File: config.mk
export PLATFORM = sky130hd
export DESIGN_NAME = ace_chan_monitor
export DESIGN_NICKNAME = d
export VERILOG_FILES = /design/src/rtl/ace_pkg.sv /design/src/rtl/ace_hs_chk.sv /design/src/rtl/ace_chan_monitor.sv
export SDC_FILE = /design/constraint.sdc
export NUM_CORES = 1
export LEC_CHECK = 0
export BUFFER_PORTS_ARGS = -buffer_cell sky130_fd_sc_hd__buf_2
export CORE_MARGIN = 1
export CORE_UTILIZATION = 47
export DETAILED_ROUTE_END_ITERATION = 10
export MAX_ROUTING_LAYER = met4
export PLACE_DENSITY_LB_ADDON = 0.1
export SYNTH_ARGS = -nofsm -noshare
export SYNTH_HDL_FRONTEND = slang
export SYNTH_HIERARCHICAL = 1
export SYNTH_SLANG_ARGS = --single-unit
File: constraint.sdc
create_clock -name clk_i -period 2.3 [get_ports clk_i]
set_input_delay 0.23 -clock clk_i [delete_from_list [all_inputs] [get_ports clk_i]]
set_output_delay 0.23 -clock clk_i [all_outputs]
set_load 0.01 [all_outputs]
File: src/rtl/ace_pkg.sv
// Shared constants and width helpers for the ACE channel monitor.
package ace_pkg;

  localparam int unsigned ACK_RACK_UDF = 0;
  localparam int unsigned ACK_RACK_OVF = 1;
  localparam int unsigned ACK_WACK_UDF = 2;
  localparam int unsigned ACK_WACK_OVF = 3;

  function automatic int unsigned pend_w(input int unsigned max_out);
    return $clog2(max_out + 1);
  endfunction

  // Keeps the index port at least one bit wide for a single-channel build.
  function automatic int unsigned idx_w(input int unsigned n);
    return (n > 1) ? $clog2(n) : 1;
  endfunction

endpackage

File: src/rtl/ace_hs_chk.sv
// Per-channel valid/ready protocol checker: payload stability, valid drop and stall timeout.
// Timeout tracking exists only when ACE_CHAN_MONITOR_TIMEOUT_EN is defined.
module ace_hs_chk #(
  parameter int unsigned PayloadWidth  = 64,
  parameter int unsigned TimeoutCycles = 1024
) (
  input  logic                    clk_i,
  input  logic                    rst_ni,
  input  logic                    clear_i,
  input  logic                    valid_i,
  input  logic                    ready_i,
  input  logic [PayloadWidth-1:0] payload_i,
  output logic                    err_stable_o,
  output logic                    err_drop_o,
  output logic                    err_timeout_o,
  output logic                    err_det_o
);

  logic                    valid_q, ready_q;
  logic [PayloadWidth-1:0] payload_q;
  logic                    stable_q, drop_q;
  logic                    stall_q, stable_det, drop_det, to_det;

  // A stall last cycle obliges the source to hold valid and payload now.
  assign stall_q    = valid_q & ~ready_q;
  assign stable_det = stall_q & valid_i & (payload_i != payload_q);
  assign drop_det   = stall_q & ~valid_i;
  assign err_det_o  = stable_det | drop_det | to_det;

  always_ff @(posedge clk_i or negedge rst_ni) begin
    if (!rst_ni) begin
      valid_q   <= 1'b0;
      ready_q   <= 1'b0;
      payload_q <= '0;
      stable_q  <= 1'b0;
      drop_q    <= 1'b0;
    end else begin
      valid_q   <= valid_i;
      ready_q   <= ready_i;
      payload_q <= payload_i;
      stable_q  <= (stable_q & ~clear_i) | stable_det;
      drop_q    <= (drop_q & ~clear_i) | drop_det;
    end
  end

  assign err_stable_o = stable_q;
  assign err_drop_o   = drop_q;

`ifdef ACE_CHAN_MONITOR_TIMEOUT_EN
  localparam int unsigned WW = $clog2(TimeoutCycles + 1);
  logic [WW-1:0] wait_q, wait_d;
  logic          to_q;

  always_comb begin
    wait_d = wait_q;
    to_det = 1'b0;
    if (!valid_i || ready_i) begin
      wait_d = '0;
    end else if (wait_q != WW'(TimeoutCycles)) begin
      wait_d = wait_q + 1'b1;
      to_det = (wait_d == WW'(TimeoutCycles));
    end
  end

  always_ff @(posedge clk_i or negedge rst_ni) begin
    if (!rst_ni) begin
      wait_q <= '0;
      to_q   <= 1'b0;
    end else begin
      wait_q <= wait_d;
      to_q   <= (to_q & ~clear_i) | to_det;
    end
  end

  assign err_timeout_o = to_q;
`else
  assign to_det        = 1'b0;
  assign err_timeout_o = 1'b0;
`endif

endmodule

File: src/rtl/ace_chan_monitor.sv
// ACE channel monitor: per-channel handshake checks plus RACK/WACK pending-count tracking.
// Optional stall timeout enabled by ACE_CHAN_MONITOR_TIMEOUT_EN.
module ace_chan_monitor
  import ace_pkg::*;
#(
  parameter int unsigned NumChan        = 5,
  parameter int unsigned PayloadWidth   = 64,
  parameter int unsigned MaxOutstanding = 16,
  parameter int unsigned TimeoutCycles  = 1024
) (
  input  logic                              clk_i,
  input  logic                              rst_ni,
  input  logic                              clear_i,
  input  logic [NumChan-1:0]                valid_i,
  input  logic [NumChan-1:0]                ready_i,
  input  logic [NumChan*PayloadWidth-1:0]   payload_i,
  input  logic                              r_done_i,
  input  logic                              b_done_i,
  input  logic                              rack_i,
  input  logic                              wack_i,
  output logic [NumChan-1:0]                err_stable_o,
  output logic [NumChan-1:0]                err_drop_o,
  output logic [NumChan-1:0]                err_timeout_o,
  output logic [3:0]                        err_ack_o,
  output logic [pend_w(MaxOutstanding)-1:0] rack_pend_o,
  output logic [pend_w(MaxOutstanding)-1:0] wack_pend_o,
  output logic                              first_vld_o,
  output logic [idx_w(NumChan)-1:0]         first_idx_o
);

  localparam int unsigned PW = pend_w(MaxOutstanding);
  localparam int unsigned IW = idx_w(NumChan);

  logic [NumChan-1:0] det;

  for (genvar k = 0; k < NumChan; k++) begin : g_ch
    ace_hs_chk #(
      .PayloadWidth (PayloadWidth),
      .TimeoutCycles(TimeoutCycles)
    ) u_chk (
      .clk_i        (clk_i),
      .rst_ni       (rst_ni),
      .clear_i      (clear_i),
      .valid_i      (valid_i[k]),
      .ready_i      (ready_i[k]),
      .payload_i    (payload_i[k*PayloadWidth +: PayloadWidth]),
      .err_stable_o (err_stable_o[k]),
      .err_drop_o   (err_drop_o[k]),
      .err_timeout_o(err_timeout_o[k]),
      .err_det_o    (det[k])
    );
  end

  logic          first_vld_q, first_vld_d;
  logic [IW-1:0] first_idx_q, first_idx_d, low_idx;

  always_comb begin
    low_idx = '0;
    for (int k = NumChan - 1; k >= 0; k--) begin
      if (det[k]) low_idx = IW'(k);
    end
  end

  // A new error in the clear cycle re-arms the capture rather than being lost.
  always_comb begin
    first_vld_d = first_vld_q;
    first_idx_d = first_idx_q;
    if (clear_i) begin
      first_vld_d = 1'b0;
      first_idx_d = '0;
    end
    if ((!first_vld_q || clear_i) && |det) begin
      first_vld_d = 1'b1;
      first_idx_d = low_idx;
    end
  end

  logic [1:0]         done, ack;
  logic [1:0][PW-1:0] pend_q, pend_d;
  logic [3:0]         err_ack_q, err_ack_d;

  assign done = {b_done_i, r_done_i};
  assign ack  = {wack_i, rack_i};

  always_comb begin
    pend_d    = pend_q;
    err_ack_d = clear_i ? 4'b0 : err_ack_q;
    for (int c = 0; c < 2; c++) begin
      if (done[c] && !ack[c]) begin
        if (pend_q[c] == PW'(MaxOutstanding))
          err_ack_d[(c == 0) ? ACK_RACK_OVF : ACK_WACK_OVF] = 1'b1;
        else
          pend_d[c] = pend_q[c] + 1'b1;
      end else if (ack[c] && !done[c]) begin
        if (pend_q[c] == '0)
          err_ack_d[(c == 0) ? ACK_RACK_UDF : ACK_WACK_UDF] = 1'b1;
        else
          pend_d[c] = pend_q[c] - 1'b1;
      end
    end
  end

  always_ff @(posedge clk_i or negedge rst_ni) begin
    if (!rst_ni) begin
      first_vld_q <= 1'b0;
      first_idx_q <= '0;
      pend_q      <= '0;
      err_ack_q   <= '0;
    end else begin
      first_vld_q <= first_vld_d;
      first_idx_q <= first_idx_d;
      pend_q      <= pend_d;
      err_ack_q   <= err_ack_d;
    end
  end

  assign first_vld_o = first_vld_q;
  assign first_idx_o = first_idx_q;
  assign rack_pend_o = pend_q[0];
  assign wack_pend_o = pend_q[1];
  assign err_ack_o   = err_ack_q;

endmodule

==> impl_metrics.toml, run 1 <==
[outcome]
status = "finished, violations left"
violations = "negative setup slack"

[yosys]
syn_inst = 919
syn_avg_cell_area_um2 = 14.5
synth_compound_gate_area_share = 0.0243
postSynth.asyncResetShare = 1.00
synth_edf_count = 0
synthTopCellsByCount = "dfrtp_1, xor2_1, nor4_1, inv_1, nand4_1"
synth-main-ff-cell = "dfrtp_1"
syn-num-nets = 1268
synth-simple-area-share = 0.0646
yosysTopAreaCell = "dfrtp_1"
muxShareOfSynthArea = 0.00187
synth_area_um2 = 13400
synth_top_family_by_area = "XOR/XNOR gates"
synthMostInstantiatedCell = "dfrtp_1"
synth_xor_area_frac = 0.214
yosys.area.top_type_share = 0.670
synth_fa_ha_area_frac = 0.0124
yosys.cell_types.count = 47
synth_seq_cells = 358
seq_area_frac_synth = 0.670
ys_top_cells_by_area = "dfrtp_1, xor2_1, nor4_1"
yosysWarnings = 6

[die]
die_h_um = 171
coreArea_um2 = 27900
top_level_ports = 370
dieWidth_um = 171
rows = 61
fp.dieArea_um2 = 29100
start_util = 0.480

[critical_path]
cp-start-kind = "register"
crit_fanout = 4
arrival_ns = 2.97
cp_slowest_cell = "or4_4"
cp_num_buf_inv = 0
r2r_cells = 7
end_kind = "register"
crit_family = "simple AND/OR/NAND/NOR gates"
crit_type = "register to register"
worst_path_largest_cell_delay_ns = 0.55
worstPathCellList = "xor2_1 > nor4_1 > nand4_1 > nor4_4 > a21oi_2 > or4_4 > or3_1"
critPathRequiredTime_ns = 2.70
cp_num_cells = 7

[final_layout]
syn2layout_area_growth_pct = 57.1
drive_gt1_frac = 0.305
fin_nets = 2073
fillers = 1845

[placed_design]
dp.final_hpwl_mm = 22.5
gp_congestion = 0.766
io_buffers = 364

[global_routing]
grt_use_total = 0.255
overflow = 0
grt_max_degree = 60
grt_pass1_vias = 11200
antenna_found_initial = 7
grt_pass1_wl_mm = 55.9

[clock_network]
root_buffer = "clkbuf_16"
h-tree-depth = 2
cts_buffer_depth = 3
cts_buffers = 38
clock_sinks = 358
clk_pin_slew_worst_paths_ns = 0.06
cts_tree = "built"
clk_latency_ns = 0.51

[pwr]
power_uw = 15500
irDropWorstVdd_mv = 0.789
leakage_uw = 0.00992
power_density_nw_per_um2 = 741

[hold_path]
min_path_cells = 3
hold_class = "primary input to register"

[timing]
setup_viol = 3
hold_violations = 0
slew_violations = 0
fin_crit_sh = 1.12
fin_worst_skew_ns = 0.0150
fmax_mhz = 388
tns_ns = -0.649
setup_ws_ns = -0.277
rsz0062_at_grt = "true"
maxSlewHeadroom = 0.661
min_period_ns = 2.58
tightestPinTransition_ns = 0.509

[job]
drv_cap = 0

[drt]
ant_nets = 0
wire_per_inst_um = 16.7
drtPass1Iterations = 4
drcViolationCount = 0
drt_wl_total_mm = 35.7
drt_first_iter_violations = 344
route.vias.total = 10000
via_per_inst = 4.69
## through the flow
step / utilization / std cells / setup WS, ns / hold WS (ns) / cell area (µm²)
floorplan: - / 919 / -0.00226 / -0.0656 / 13400
global placement: 0.584 / 1730 / -0.417 / 0.208 / 16300
detailed placement: 0.584 / 1730 / -0.445 / 0.212 / 16300
CTS: 0.750 / 2128 / -0.268 / 0.112 / 20900
global route: 0.754 / 2136 / -0.370 / 0.128 / 21000
finish: 0.754 / 2137 / -0.277 / 0.140 / 21000
## power breakdown
part	switching, µW	total (µW)	leakage [µW]	internal [µW]
clock network	2450	6030	0.000615	3590
registers	303	7020	0.00420	6710
logic	1150	2500	0.00511	1350
total	3900	15500	0.00992	11600
## layout make-up
| type | count | area (µm²) | area share |
|---|---|---|---|
| antenna | 8 | 20.0 | 0.000954 |
| clock buffer | 56 | 1150 | 0.0549 |
| clock inverter | 11 | 86.3 | 0.00411 |
| inverter | 28 | 105 | 0.00501 |
| multi-input combinational | 527 | 4420 | 0.211 |
| sequential | 358 | 8960 | 0.427 |
| tap | 378 | 473 | 0.0225 |
| timing repair buffer | 771 | 5780 | 0.275 |
## flip-flops by register name (all words and copies together) (netlist names)
| register | flops |
|---|---|
| g_ch.u_chk/payload_q | 320 |
| g_ch.u_chk/err_drop_o | 5 |
| g_ch.u_chk/err_stable_o | 5 |
| g_ch.u_chk/ready_q | 5 |
| g_ch.u_chk/valid_q | 5 |
| rack_pend_o | 5 |
| wack_pend_o | 5 |
| err_ack_o | 4 |
| first_idx_o | 3 |
| first_vld_o | 1 |
## layer usage
layer / part of all wire / vias to the layer above / track usage
met4: 0.030 / 0 / 0.0858
met3: 0.072 / 73 / 0.0652
li1: - / 4723 / -
met2: 0.50 / 294 / 0.433
met5: 0 / - / -
met1: 0.40 / 4939 / 0.295
## placed cells by master (no fill, tap or decap), types with 2 or more instances in the layout
cell type	netlist	layout
clkbuf_16	0	41
nand4_1	20	20
clkbuf_1	1	8
ha_1	10	10
nand2_1	5	5
dfrtp_1	358	358
or4_4	1	2
nor4_4	0	4
nor2_1	5	5
nor4_2	5	18
xor2_1	322	322
nor4_1	81	64
o32ai_1	6	6
diode_2	0	8
a21oi_1	13	9
buf_2	0	363
o22ai_1	5	5
clkbuf_8	0	7
o31ai_1	2	2
conb_1	5	5
xnor2_1	5	5
buf_12	0	5
a32o_1	3	3
o211ai_1	2	2
or3_1	2	2
buf_4	5	71
inv_1	28	28
a21oi_2	1	5
clkinv_2	0	8
nand3_1	2	2
nand2b_1	6	6
fa_1	2	2
dlygate4sd3_1	0	331
a31oi_1	2	2
## worst min-delay path: cells and delay by family
kind / cells / cell delay (ns)
AOI/OAI and AO/OA: 1 / 0.15
buffers and inverters: 1 / 0.09
adders and majority gates: 1 / 0.14
## kinds of logic after synthesis
family                     after synthesis
and+or+nand+nor                        136
AOI/OAI and AO/OA                       45
xor gates and xnor gates               327
other                                    5
muxes                                    2
DFF                                    358
buffers and inverters                   34
adders and majority gates               12
## repair_timing
action	4_1_cts	5_1_grt
pin swaps	23	8
hold endpoints to repair	385	0
hold buffers	331	0
setup endpoints to repair	4	4
resized for setup	13	11
setup buffers	0	1
## worst paths after layout
| check | slack [ns] | from | endpoint |
|---|---|---|---|
| setup / recovery | -0.28 | g_ch[1].u_chk/payload_q[2] | first_vld_o |
| setup reg to reg | -0.28 | g_ch[1].u_chk/payload_q[2] | first_vld_o |
| min in group asynchronous | 0.25 | rst_ni | g_ch[4].u_chk/payload_q[27] |
| max in group asynchronous | 1.27 | rst_ni | g_ch[4].u_chk/payload_q[28] |
| hold / removal | 0.14 | wack_i | err_ack_o[2] |
| hold reg to reg | 0.50 | err_ack_o[1] | err_ack_o[1] |
Note: power is estimated with default switching activity, not from simulation.
==> run 2, diff against run 1 <==
--- a/config.mk
+++ b/config.mk
@@ -11,7 +11,9 @@
 export DETAILED_ROUTE_END_ITERATION = 10
 export MAX_ROUTING_LAYER = met4
 export PLACE_DENSITY_LB_ADDON = 0.1
+export SLEW_MARGIN = 10
 export SYNTH_ARGS = -nofsm -noshare
 export SYNTH_HDL_FRONTEND = slang
 export SYNTH_HIERARCHICAL = 1
 export SYNTH_SLANG_ARGS = --single-unit
+export TNS_END_PERCENT = 5
==> run 2 against run 1 <==
Against the previous run:
- the run still ends with negative setup slack left
- die area unchanged
- worst hold slack hardly changed
- register-to-register slack better by 0.02 ns
- total power about the same
- sequential share of layout area about the same
- setup slack improved by 0.017 ns
- clock skew barely moved
- utilization is essentially flat
- sequential cell count did not move
- combinational power about the same
- clock power is essentially flat
- critical path type unchanged
- largest cell class unchanged
- highest routed layer unchanged
==> impl_metrics.toml, run 2 (same netlist as run 1, synthesis figures left out) <==
[clock_network]
clk_pin_slew_worst_paths_ns = 0.06
cts_buffer_depth = 3
clock_sinks = 358
clk_latency_ns = 0.51
root_buffer = "clkbuf_16"
cts_tree = "built"
cts_buffers = 38
h-tree-depth = 2

[final_layout]
largest_reg_flops = 320
final_util = 0.753
syn2layout_area_growth_pct = 57.0
top_register = "g_ch.u_chk/payload_q"
fin_nets = 2073
layout_common_cells = "buf_2, dfrtp_1, dlygate4sd3_1"
drive_gt1_frac = 0.304
design_area_um2 = 21000
mostFrequentLayoutCell = "buf_2"
fillers = 1845
final_cells = 2137

[die]
start_util = 0.480
dieWidth_um = 171
coreArea_um2 = 27900
fp.dieArea_um2 = 29100
die_h_um = 171
top_level_ports = 370
rows = 61

[critical_path]
crit_path_end = "first_vld_o"
r2r_slack_ns = -0.26
cp-start-kind = "register"
r2r_start = "g_ch[1].u_chk/payload_q[7]"
crit_type = "register to register"
startpoint = "g_ch[1].u_chk/payload_q[7]"
crit_fanout = 4
critPathRequiredTime_ns = 2.70
end_kind = "register"
r2r_cells = 7
arrival_ns = 2.95
r2r_end = "first_vld_o"

[timing]
min_period_ns = 2.56
tns_ns = -0.571
fin_worst_skew_ns = 0.0146
setup_viol = 3
hold_violations = 0
setup_ws_ns = -0.259
maxSlewHeadroom = 0.661
fin_crit_sh = 1.11
tightestPinTransition_ns = 0.509
rsz0062_at_grt = "true"
fmax_mhz = 391
slew_violations = 0

[global_routing]
grt_use_total = 0.255
grt_pass1_vias = 11200
grt_max_degree = 60
grt_pass1_wl_mm = 55.9
antenna_found_initial = 7
overflow = 0

[placed_design]
gp_congestion = 0.766
dp.cells = 1730
io_buffers = 364
dp_slack_ns = -0.445
placed_cell_area_um2 = 16300
dp.final_hpwl_mm = 22.5

[job]
drv_cap = 0

[pwr]
power.net_switching_uw = 3890
leakage_uw = 0.00992
swShare = 0.250
power_frac_clock = 0.388
seqPwrFrac = 0.452
power_density_nw_per_um2 = 740
irDropWorstVdd_mv = 0.789
p_comb_frac = 0.161
p_int_uw = 11600

[drt]
drcViolationCount = 0
drt_first_iter_violations = 340
route.vias.total = 10000
wire_per_inst_um = 16.7
drt_wl_total_mm = 35.6
drtPass1Iterations = 4
ant_nets = 0
via_per_inst = 4.68

[outcome]
status = "finished, violations left"
violations = "negative setup slack"

[hold_path]
hold_class = "primary input to register"
-- run 2: cell counts in the layout (fill, tap and decap cells not counted) --
Identical to the previous run, type by type.
-- run 2: power by group through the flow --
stage	registers (µW)	clock network, µW	logic, µW
final	7020	6030	2500
after global routing	7060	6430	2750
after CTS	7010	6130	2460
after detailed placement	7120	0	1990
after global placement	7100	0	1950
after floorplan	7110	0	966
-- run 2: per-layer routing --
metal	track usage	vias up	part of all wire
met2	0.433	291	0.50
met4	0.0858	0	0.029
li1	-	4723	-
met1	0.295	4926	0.40
met5	-	-	0
met3	0.0652	71	0.073
-- run 2: critical path, cell delays in order, from the launching register on --
cell	delay [ns]
dfrtp_1	0.38
xor2_1	0.18
nor4_2	0.31
nand4_1	0.27
nor4_4	0.33
a21oi_2	0.12
or4_4	0.55
or3_1	0.31
-- run 2: worst min-delay path by stage --
stage / to / slack, ns / from / depth (start not counted)
floorplan: err_ack_o[0] / -0.07 / rst_ni / 0
CTS: err_ack_o[2] / 0.11 / wack_i / 3
detailed placement: g_ch[4].u_chk/payload_q[35] / 0.21 / rst_ni / 1
global placement: g_ch[4].u_chk/payload_q[35] / 0.21 / rst_ni / 1
finish: err_ack_o[2] / 0.14 / wack_i / 3
global route: err_ack_o[2] / 0.13 / wack_i / 3
-- run 2: area by class of cell --
cell class | instances | area, µm² | share of cell area
flip-flops and latches | 358 | 8960 | 0.427
repair buffers | 771 | 5780 | 0.275
multi-input cells | 527 | 4420 | 0.210
clock buffers | 56 | 1150 | 0.0549
well taps | 378 | 473 | 0.0225
inverters | 28 | 105 | 0.00501
clock inverters | 11 | 86.3 | 0.00411
diodes | 8 | 20.0 | 0.000954
-- run 2: timing repair --
| action | CTS | global route |
|---|---|---|
| endpoints found under the hold margin | 385 | 0 |
| gates resized for setup | 13 | 10 |
| setup endpoints to repair | 4 | 4 |
| pin swaps | 21 | 7 |
| hold buffers | 331 | 0 |
| buffers inserted | 0 | 1 |
-- run 2: metrics by stage --
stage,hold WS (ns),total power (µW)
after floorplan,-0.0656,8070
after global placement,0.208,9050
after detailed placement,0.212,9110
after CTS,0.112,15600
after global routing,0.128,16200
final,0.140,15500
